--- src/rtl/writeback_arbiter.sv ---
// Writeback arbiter. The ALU and the LSU each feed a small in-order result FIFO.
// Every cycle one FIFO head is chosen, either round-robin or LSU-first, and is
// loaded into a registered register-file write port. pending_mask tells decode
// which destination registers still have a result in flight.
module writeback_arbiter #(
  parameter int DEPTH        = 2,
  parameter bit LSU_PRIORITY = 1'b0
) (
  input  logic        clk_in,
  input  logic        rst_in,
  input  logic        rdy_in,
  input  logic        flush_pipline,
  input  logic        alu_valid,
  output logic        alu_ready,
  input  logic [4:0]  alu_rd_id,
  input  logic [31:0] alu_val,
  input  logic        lsu_valid,
  output logic        lsu_ready,
  input  logic [4:0]  lsu_rd_id,
  input  logic [31:0] lsu_val,
  output logic        is_writing_rd,
  output logic [4:0]  rd_reg_id,
  output logic [31:0] rd_val,
  output logic [31:0] pending_mask
);
  localparam int AW = $clog2(DEPTH);
  localparam logic [AW:0] PTR_ONE = {{AW{1'b0}}, 1'b1};

  // Source index 0 is the ALU and index 1 is the LSU.
  // The pointers are one bit wider than the index, so full and empty can be told apart.
  logic [4:0]  id_q   [2][DEPTH];
  logic [4:0]  id_d   [2][DEPTH];
  logic [31:0] val_q  [2][DEPTH];
  logic [31:0] val_d  [2][DEPTH];
  logic [AW:0] wptr_q [2];
  logic [AW:0] wptr_d [2];
  logic [AW:0] rptr_q [2];
  logic [AW:0] rptr_d [2];
  logic        rr_q, rr_d;           // 0: ALU is favoured, 1: LSU is favoured
  logic        wr_q, wr_d;
  logic [4:0]  rd_id_q, rd_id_d;
  logic [31:0] rd_val_q, rd_val_d;

  logic        in_valid_s [2];
  logic [4:0]  in_id_s    [2];
  logic [31:0] in_val_s   [2];
  logic [1:0]  empty_s, full_s, ready_s, enq_s, pop_s;
  logic [31:0] mask_s;

  function automatic logic fifo_full(input logic [AW:0] wp, input logic [AW:0] rp);
    return (wp[AW] != rp[AW]) && (wp[AW-1:0] == rp[AW-1:0]);
  endfunction

  assign in_valid_s[0] = alu_valid;
  assign in_valid_s[1] = lsu_valid;
  assign in_id_s[0]    = alu_rd_id;
  assign in_id_s[1]    = lsu_rd_id;
  assign in_val_s[0]   = alu_val;
  assign in_val_s[1]   = lsu_val;

  // FIFO status and handshake. Ready uses only the pre-edge state; a write to r0 is accepted but not kept.
  always_comb begin
    empty_s = 2'b00;
    full_s  = 2'b00;
    ready_s = 2'b00;
    enq_s   = 2'b00;
    for (int s = 0; s < 2; s++) begin
      empty_s[s] = (wptr_q[s] == rptr_q[s]);
      full_s[s]  = fifo_full(wptr_q[s], rptr_q[s]);
      ready_s[s] = rdy_in & ~flush_pipline & ~full_s[s];
      enq_s[s]   = in_valid_s[s] & ready_s[s] & (in_id_s[s] != 5'd0);
    end
  end

  // Arbitration: a lone non-empty source wins; on contention use priority or the round-robin pointer.
  always_comb begin
    pop_s = 2'b00;
    rr_d  = rr_q;
    if (rdy_in && !flush_pipline) begin
      if (!empty_s[0] && !empty_s[1]) begin
        if (LSU_PRIORITY) begin
          pop_s = 2'b10;
        end else begin
          pop_s = rr_q ? 2'b10 : 2'b01;
          rr_d  = ~rr_q;
        end
      end else begin
        pop_s = ~empty_s;
      end
    end else begin
      pop_s = 2'b00;
    end
  end

  // Next state for the FIFOs and the output stage. A freeze holds everything; a flush empties the FIFOs.
  always_comb begin
    id_d     = id_q;
    val_d    = val_q;
    wptr_d   = wptr_q;
    rptr_d   = rptr_q;
    wr_d     = wr_q;
    rd_id_d  = rd_id_q;
    rd_val_d = rd_val_q;
    if (!rdy_in) begin
      wr_d = wr_q;
    end else if (flush_pipline) begin
      for (int s = 0; s < 2; s++) begin
        wptr_d[s] = '0;
        rptr_d[s] = '0;
      end
      wr_d = 1'b0;
    end else begin
      for (int s = 0; s < 2; s++) begin
        if (enq_s[s]) begin
          id_d[s][wptr_q[s][AW-1:0]]  = in_id_s[s];
          val_d[s][wptr_q[s][AW-1:0]] = in_val_s[s];
          wptr_d[s] = wptr_q[s] + PTR_ONE;
        end else begin
          wptr_d[s] = wptr_q[s];
        end
        if (pop_s[s]) begin
          rptr_d[s] = rptr_q[s] + PTR_ONE;
        end else begin
          rptr_d[s] = rptr_q[s];
        end
      end
      if (pop_s[1]) begin
        wr_d     = 1'b1;
        rd_id_d  = id_q[1][rptr_q[1][AW-1:0]];
        rd_val_d = val_q[1][rptr_q[1][AW-1:0]];
      end else if (pop_s[0]) begin
        wr_d     = 1'b1;
        rd_id_d  = id_q[0][rptr_q[0][AW-1:0]];
        rd_val_d = val_q[0][rptr_q[0][AW-1:0]];
      end else begin
        wr_d = 1'b0;
      end
    end
  end

  // Pending-register mask: one bit per live FIFO entry plus the write currently being presented.
  always_comb begin
    logic [AW-1:0] off_v;
    logic [AW:0]   cnt_v;
    logic          live_v;
    mask_s = 32'd0;
    off_v  = '0;
    cnt_v  = '0;
    live_v = 1'b0;
    for (int s = 0; s < 2; s++) begin
      cnt_v = wptr_q[s] - rptr_q[s];
      for (int i = 0; i < DEPTH; i++) begin
        off_v  = AW'(i) - rptr_q[s][AW-1:0];
        live_v = ({1'b0, off_v} < cnt_v);
        mask_s = mask_s | ((32'd1 << id_q[s][i]) & {32{live_v}});
      end
    end
    mask_s    = mask_s | ((32'd1 << rd_id_q) & {32{wr_q}});
    mask_s[0] = 1'b0;
  end

  // State registers with an asynchronous active-low reset.
  always_ff @(posedge clk_in or negedge rst_in) begin
    if (!rst_in) begin
      for (int s = 0; s < 2; s++) begin
        wptr_q[s] <= '0;
        rptr_q[s] <= '0;
        for (int i = 0; i < DEPTH; i++) begin
          id_q[s][i]  <= 5'd0;
          val_q[s][i] <= 32'd0;
        end
      end
      rr_q     <= 1'b0;
      wr_q     <= 1'b0;
      rd_id_q  <= 5'd0;
      rd_val_q <= 32'd0;
    end else begin
      id_q     <= id_d;
      val_q    <= val_d;
      wptr_q   <= wptr_d;
      rptr_q   <= rptr_d;
      rr_q     <= rr_d;
      wr_q     <= wr_d;
      rd_id_q  <= rd_id_d;
      rd_val_q <= rd_val_d;
    end
  end

  assign alu_ready     = ready_s[0];
  assign lsu_ready     = ready_s[1];
  assign is_writing_rd = wr_q;
  assign rd_reg_id     = rd_id_q;
  assign rd_val        = rd_val_q;
  assign pending_mask  = mask_s;
endmodule

--- config.mk ---
export PLATFORM = sky130hd
export DESIGN_NAME = writeback_arbiter
export DESIGN_NICKNAME = d
export VERILOG_FILES = /design/src/rtl/writeback_arbiter.sv
export SDC_FILE = /design/constraint.sdc
export NUM_CORES = 1
export LEC_CHECK = 0
export ABC_AREA = 1
export CORE_MARGIN = 2
export CORE_UTILIZATION = 58
export CTS_CLUSTER_SIZE = 40
export DETAILED_ROUTE_END_ITERATION = 7
export MAX_ROUTING_LAYER = met4
export PLACE_DENSITY = 0.83
export SYNTH_ARGS = -nofsm -noshare
export SYNTH_HDL_FRONTEND = slang
export SYNTH_SLANG_ARGS = --single-unit
--- constraint.sdc ---
create_clock -name clk_in -period 5.35 [get_ports clk_in]
set_input_delay 1.07 -clock clk_in [delete_from_list [all_inputs] [get_ports clk_in]]
set_output_delay 1.07 -clock clk_in [all_outputs]
set_load 0.005 [all_outputs]
==> impl_summary.log <==
INFO  metric gr-total-overflow = 0
INFO  metric routed_wire_length = 33800 um
INFO  metric timing.final.hold_violations = 0
INFO  metric final.setup.worst_slack = 1.09 ns
INFO  metric overall_die_height = 147 um
INFO  metric port_buffers = 150
INFO  metric peakVddDrop = 0.346 mV
INFO  metric synth_ff_type = sky130_fd_sc_hd__dfrtp_1
INFO  metric avgSynthCellArea = 7.41 um^2
INFO  metric die_width = 147 um
INFO  metric cts_tree = yes
INFO  metric required = 4.28 ns
INFO  metric yosysUniqueCellTypes = 32
INFO  metric synth_nets = 1677
INFO  metric h-tree-depth = 4
INFO  metric rr_worst_depth = 9
INFO  metric first_pass_drt_iterations = 7
INFO  metric arrival = between 3 and 4 ns
INFO  metric grt_first_pass_wirelength = approximately 53000 um
INFO  metric hold_path_depth = 2
INFO  metric power.density_cell_area = 523 mW/mm^2
INFO  metric post_synth_inst_count = 1591
INFO  metric worst-setup-path-type = register to primary output
INFO  metric grt_antenna_before_repair = 0
INFO  metric tritoncts_num_sinks = 195
INFO  metric routabilityCongestion = 0.970
INFO  metric cts_inserted_buffers = 17
INFO  metric crit_fanout = 26
INFO  metric fin_setup_tns = 0 ns
INFO  metric total_instance_count_after_detailed_placement = 1916
INFO  metric synth_top_cell_area_share = 0.414
INFO  metric finalNetCount = 1751
INFO  metric yosysWarningCount = 0
INFO  metric tightest_slew = roughly 1.2 ns
INFO  metric setup_slack_at_placement = 1.52 ns
INFO  metric synth-edff-count = 0
INFO  metric clk_pin_slew = 0.07 ns
INFO  metric pin_count = 152
INFO  metric final_layout_size_suffix_gt1_frac = 0.0864
INFO  metric post-cts-setup-buffers = 0
INFO  metric fp.dieArea = 0.0215 mm^2
INFO  metric max_slew_margin = 0.199
INFO  metric synthToLayoutAreaGrowth = 15.9%
INFO  metric outcome = finished, final reports clean
INFO  metric p_leak = slightly below 7 nW
INFO  metric max_clock_freq = 235 MHz
INFO  metric drt-initial-drc-count = 1003
INFO  metric cts_root_buffer = sky130_fd_sc_hd__clkbuf_16
INFO  metric diodes = 0
INFO  metric clock_latency_late_sink = 0.43 ns
INFO  metric setup_viol = 0
INFO  metric count_of_unresolved_drc_violations_after_routing = 0
INFO  metric syn-cell-area = 0.0118 mm^2
INFO  metric cts-root-to-sink-buffers = 2
INFO  metric first_global_vias = 10107
INFO  metric postSynthRegisterBits = around 200
INFO  metric postCtsResizedCells = 0
INFO  metric via_count = 10740
INFO  metric final_cell_count_no_fill = about 1900
INFO  metric hold_path_class = register to register
INFO  metric route.antenna.remaining_nets = 0
INFO  metric synth_async_sr_flop_share = 1.00
INFO  metric grt_usage = 0.328
INFO  metric timing_max_transition_violations_final = 0
INFO  metric post_cts_hold_buffer_count = 0
INFO  metric finalCriticalPeriod = 4.26 ns
INFO  metric detail_route.vias_per_cell = around 5.5
INFO  metric drv_cap = 0
INFO  metric rsz0062_at_grt = false
INFO  metric library_cell_occupying_the_most_area_in_the_post_synthesis_netlist = sky130_fd_sc_hd__dfrtp_1
INFO  metric starting_density_of_the_core = 0.586
INFO  metric avg_wl_per_cell = between 15 and 20 um
INFO  metric fin_crit_sh = 0.796
INFO  metric ys_seq_area_frac = 0.414
INFO  metric worst_clock_skew = 0.00996 ns
INFO  metric post_synth_main_area_contributors = sky130_fd_sc_hd__dfrtp_1 41%, sky130_fd_sc_hd__nand2_1 16%, sky130_fd_sc_hd__nand3_1 6.2%, sky130_fd_sc_hd__o21ai_2 5.9%, sky130_fd_sc_hd__mux2i_1 5.4%
INFO  metric worstSetupEndpointType = primary output
INFO  metric largest_net_degree_at_the_start_of_global_routing = 111
INFO  metric worst_setup_path_start_kind = register
INFO  metric synth.top_cells.by_count = 513 x sky130_fd_sc_hd__nand2_1, 195 x sky130_fd_sc_hd__dfrtp_1, 162 x sky130_fd_sc_hd__inv_1
INFO  metric dp_hpwl = roughly 24000 um
INFO  metric core_region_area = 0.0201 mm^2
INFO  metric rows = 52
INFO  metric post-synth-top-count-cell = sky130_fd_sc_hd__nand2_1
worst max-delay path: stages (launching register included):
cell and delay [ns]:
sky130_fd_sc_hd__dfrtp_1 0.44, sky130_fd_sc_hd__inv_1 0.15, sky130_fd_sc_hd__ha_1 0.18, sky130_fd_sc_hd__nand3b_1 0.13, sky130_fd_sc_hd__nand3b_1 0.71, sky130_fd_sc_hd__buf_4 0.45
sky130_fd_sc_hd__nand2_1 0.07, sky130_fd_sc_hd__inv_1 0.04, sky130_fd_sc_hd__nor2_1 0.09, sky130_fd_sc_hd__nand2_1 0.06, sky130_fd_sc_hd__clkdlybuf4s50_1 0.43
cells by family after synthesis:
kind of cell,Yosys count,share of synthesized area
simple gates,874,0.311
other cells,1,0.000318
fa+ha+maj,6,0.00637
compound gates,164,0.0953
xor+xnor,5,0.00372
flops,195,0.414
mux,64,0.0544
buf+inv,282,0.115
metrics by stage:
| step | utilization | hold slack [ns] | area, um^2 | power, mW |
|---|---|---|---|---|
| 2_1_floorplan | - | 0.452 | 11800 | 4.68 |
| 3_3_place_gp | 0.649 | 0.462 | 13100 | 5.76 |
| 3_5_place_dp | 0.649 | 0.464 | 13100 | 5.84 |
| 4_1_cts | 0.679 | 0.486 | 13700 | 7.11 |
| 5_1_grt | 0.679 | 0.497 | 13700 | 7.60 |
| 6_report | 0.679 | 0.486 | 13700 | 7.14 |
state kept, by name (all words and copies together), names as in the netlist:
signal and cells:
val_q 128, wptr_q 4, rd_val 32, id_q 20, rd_reg_id 5, rr_q 1, rptr_q 4, is_writing_rd 1
worst paths after layout:
check / start / end / slack [ns]
hold reg to reg: rd_val[7] / rd_val[7] / 0.49
hold / removal: rd_val[7] / rd_val[7] / 0.49
setup reg to reg: wptr_q[2] / rd_reg_id[1] / 2.39
max in group asynchronous: rst_in / rptr_q[0] / 3.63
min in group asynchronous: rst_in / val_q[88] / 0.77
setup / recovery: wptr_q[2] / pending_mask[21] / 1.09
cells in the final DEF, fill, tap and decap left out, drive strengths merged, types with 4 or more instances in the layout:
cell	instances
clkinv	12
ha	6
o21ai	158
clkdlybuf4s50	149
nand3	148
nand4	38
nor2	135
mux2i	64
buf	15
nand2	517
clkbuf	20
a21oi	5
nor3	27
xor2	4
inv	171
dfrtp	195
layer usage:
layer | up-vias | track usage | part of all wire
li1 | 5201 | - | -
met1 | 5020 | 0.394 | 0.39
met2 | 434 | 0.541 | 0.50
met3 | 85 | 0.0519 | 0.059
met4 | 0 | 0.160 | 0.052
met5 | - | - | 0
report_power, final:
group          leakage [nW]  internal, mW  total (mW)  switching [mW]
registers              2.46          2.09        2.75           0.667
clock network         0.287         0.648        1.26           0.611
logic                  4.17          1.23        3.12            1.90
total                  6.92          3.96        7.14            3.18
area by class of cell:
| type | count | area (um^2) |
|---|---|---|
| clock buffers | 19 | 453 |
| clock inverters | 13 | 145 |
| fillers | 1611 | 6450 |
| inverters | 172 | 646 |
| multi-input cells | 1114 | 5560 |
| flip-flops and latches | 195 | 4880 |
| well taps | 270 | 338 |
| repair buffers | 165 | 1630 |
No activity file was read; power rests on OpenSTA's default activity.
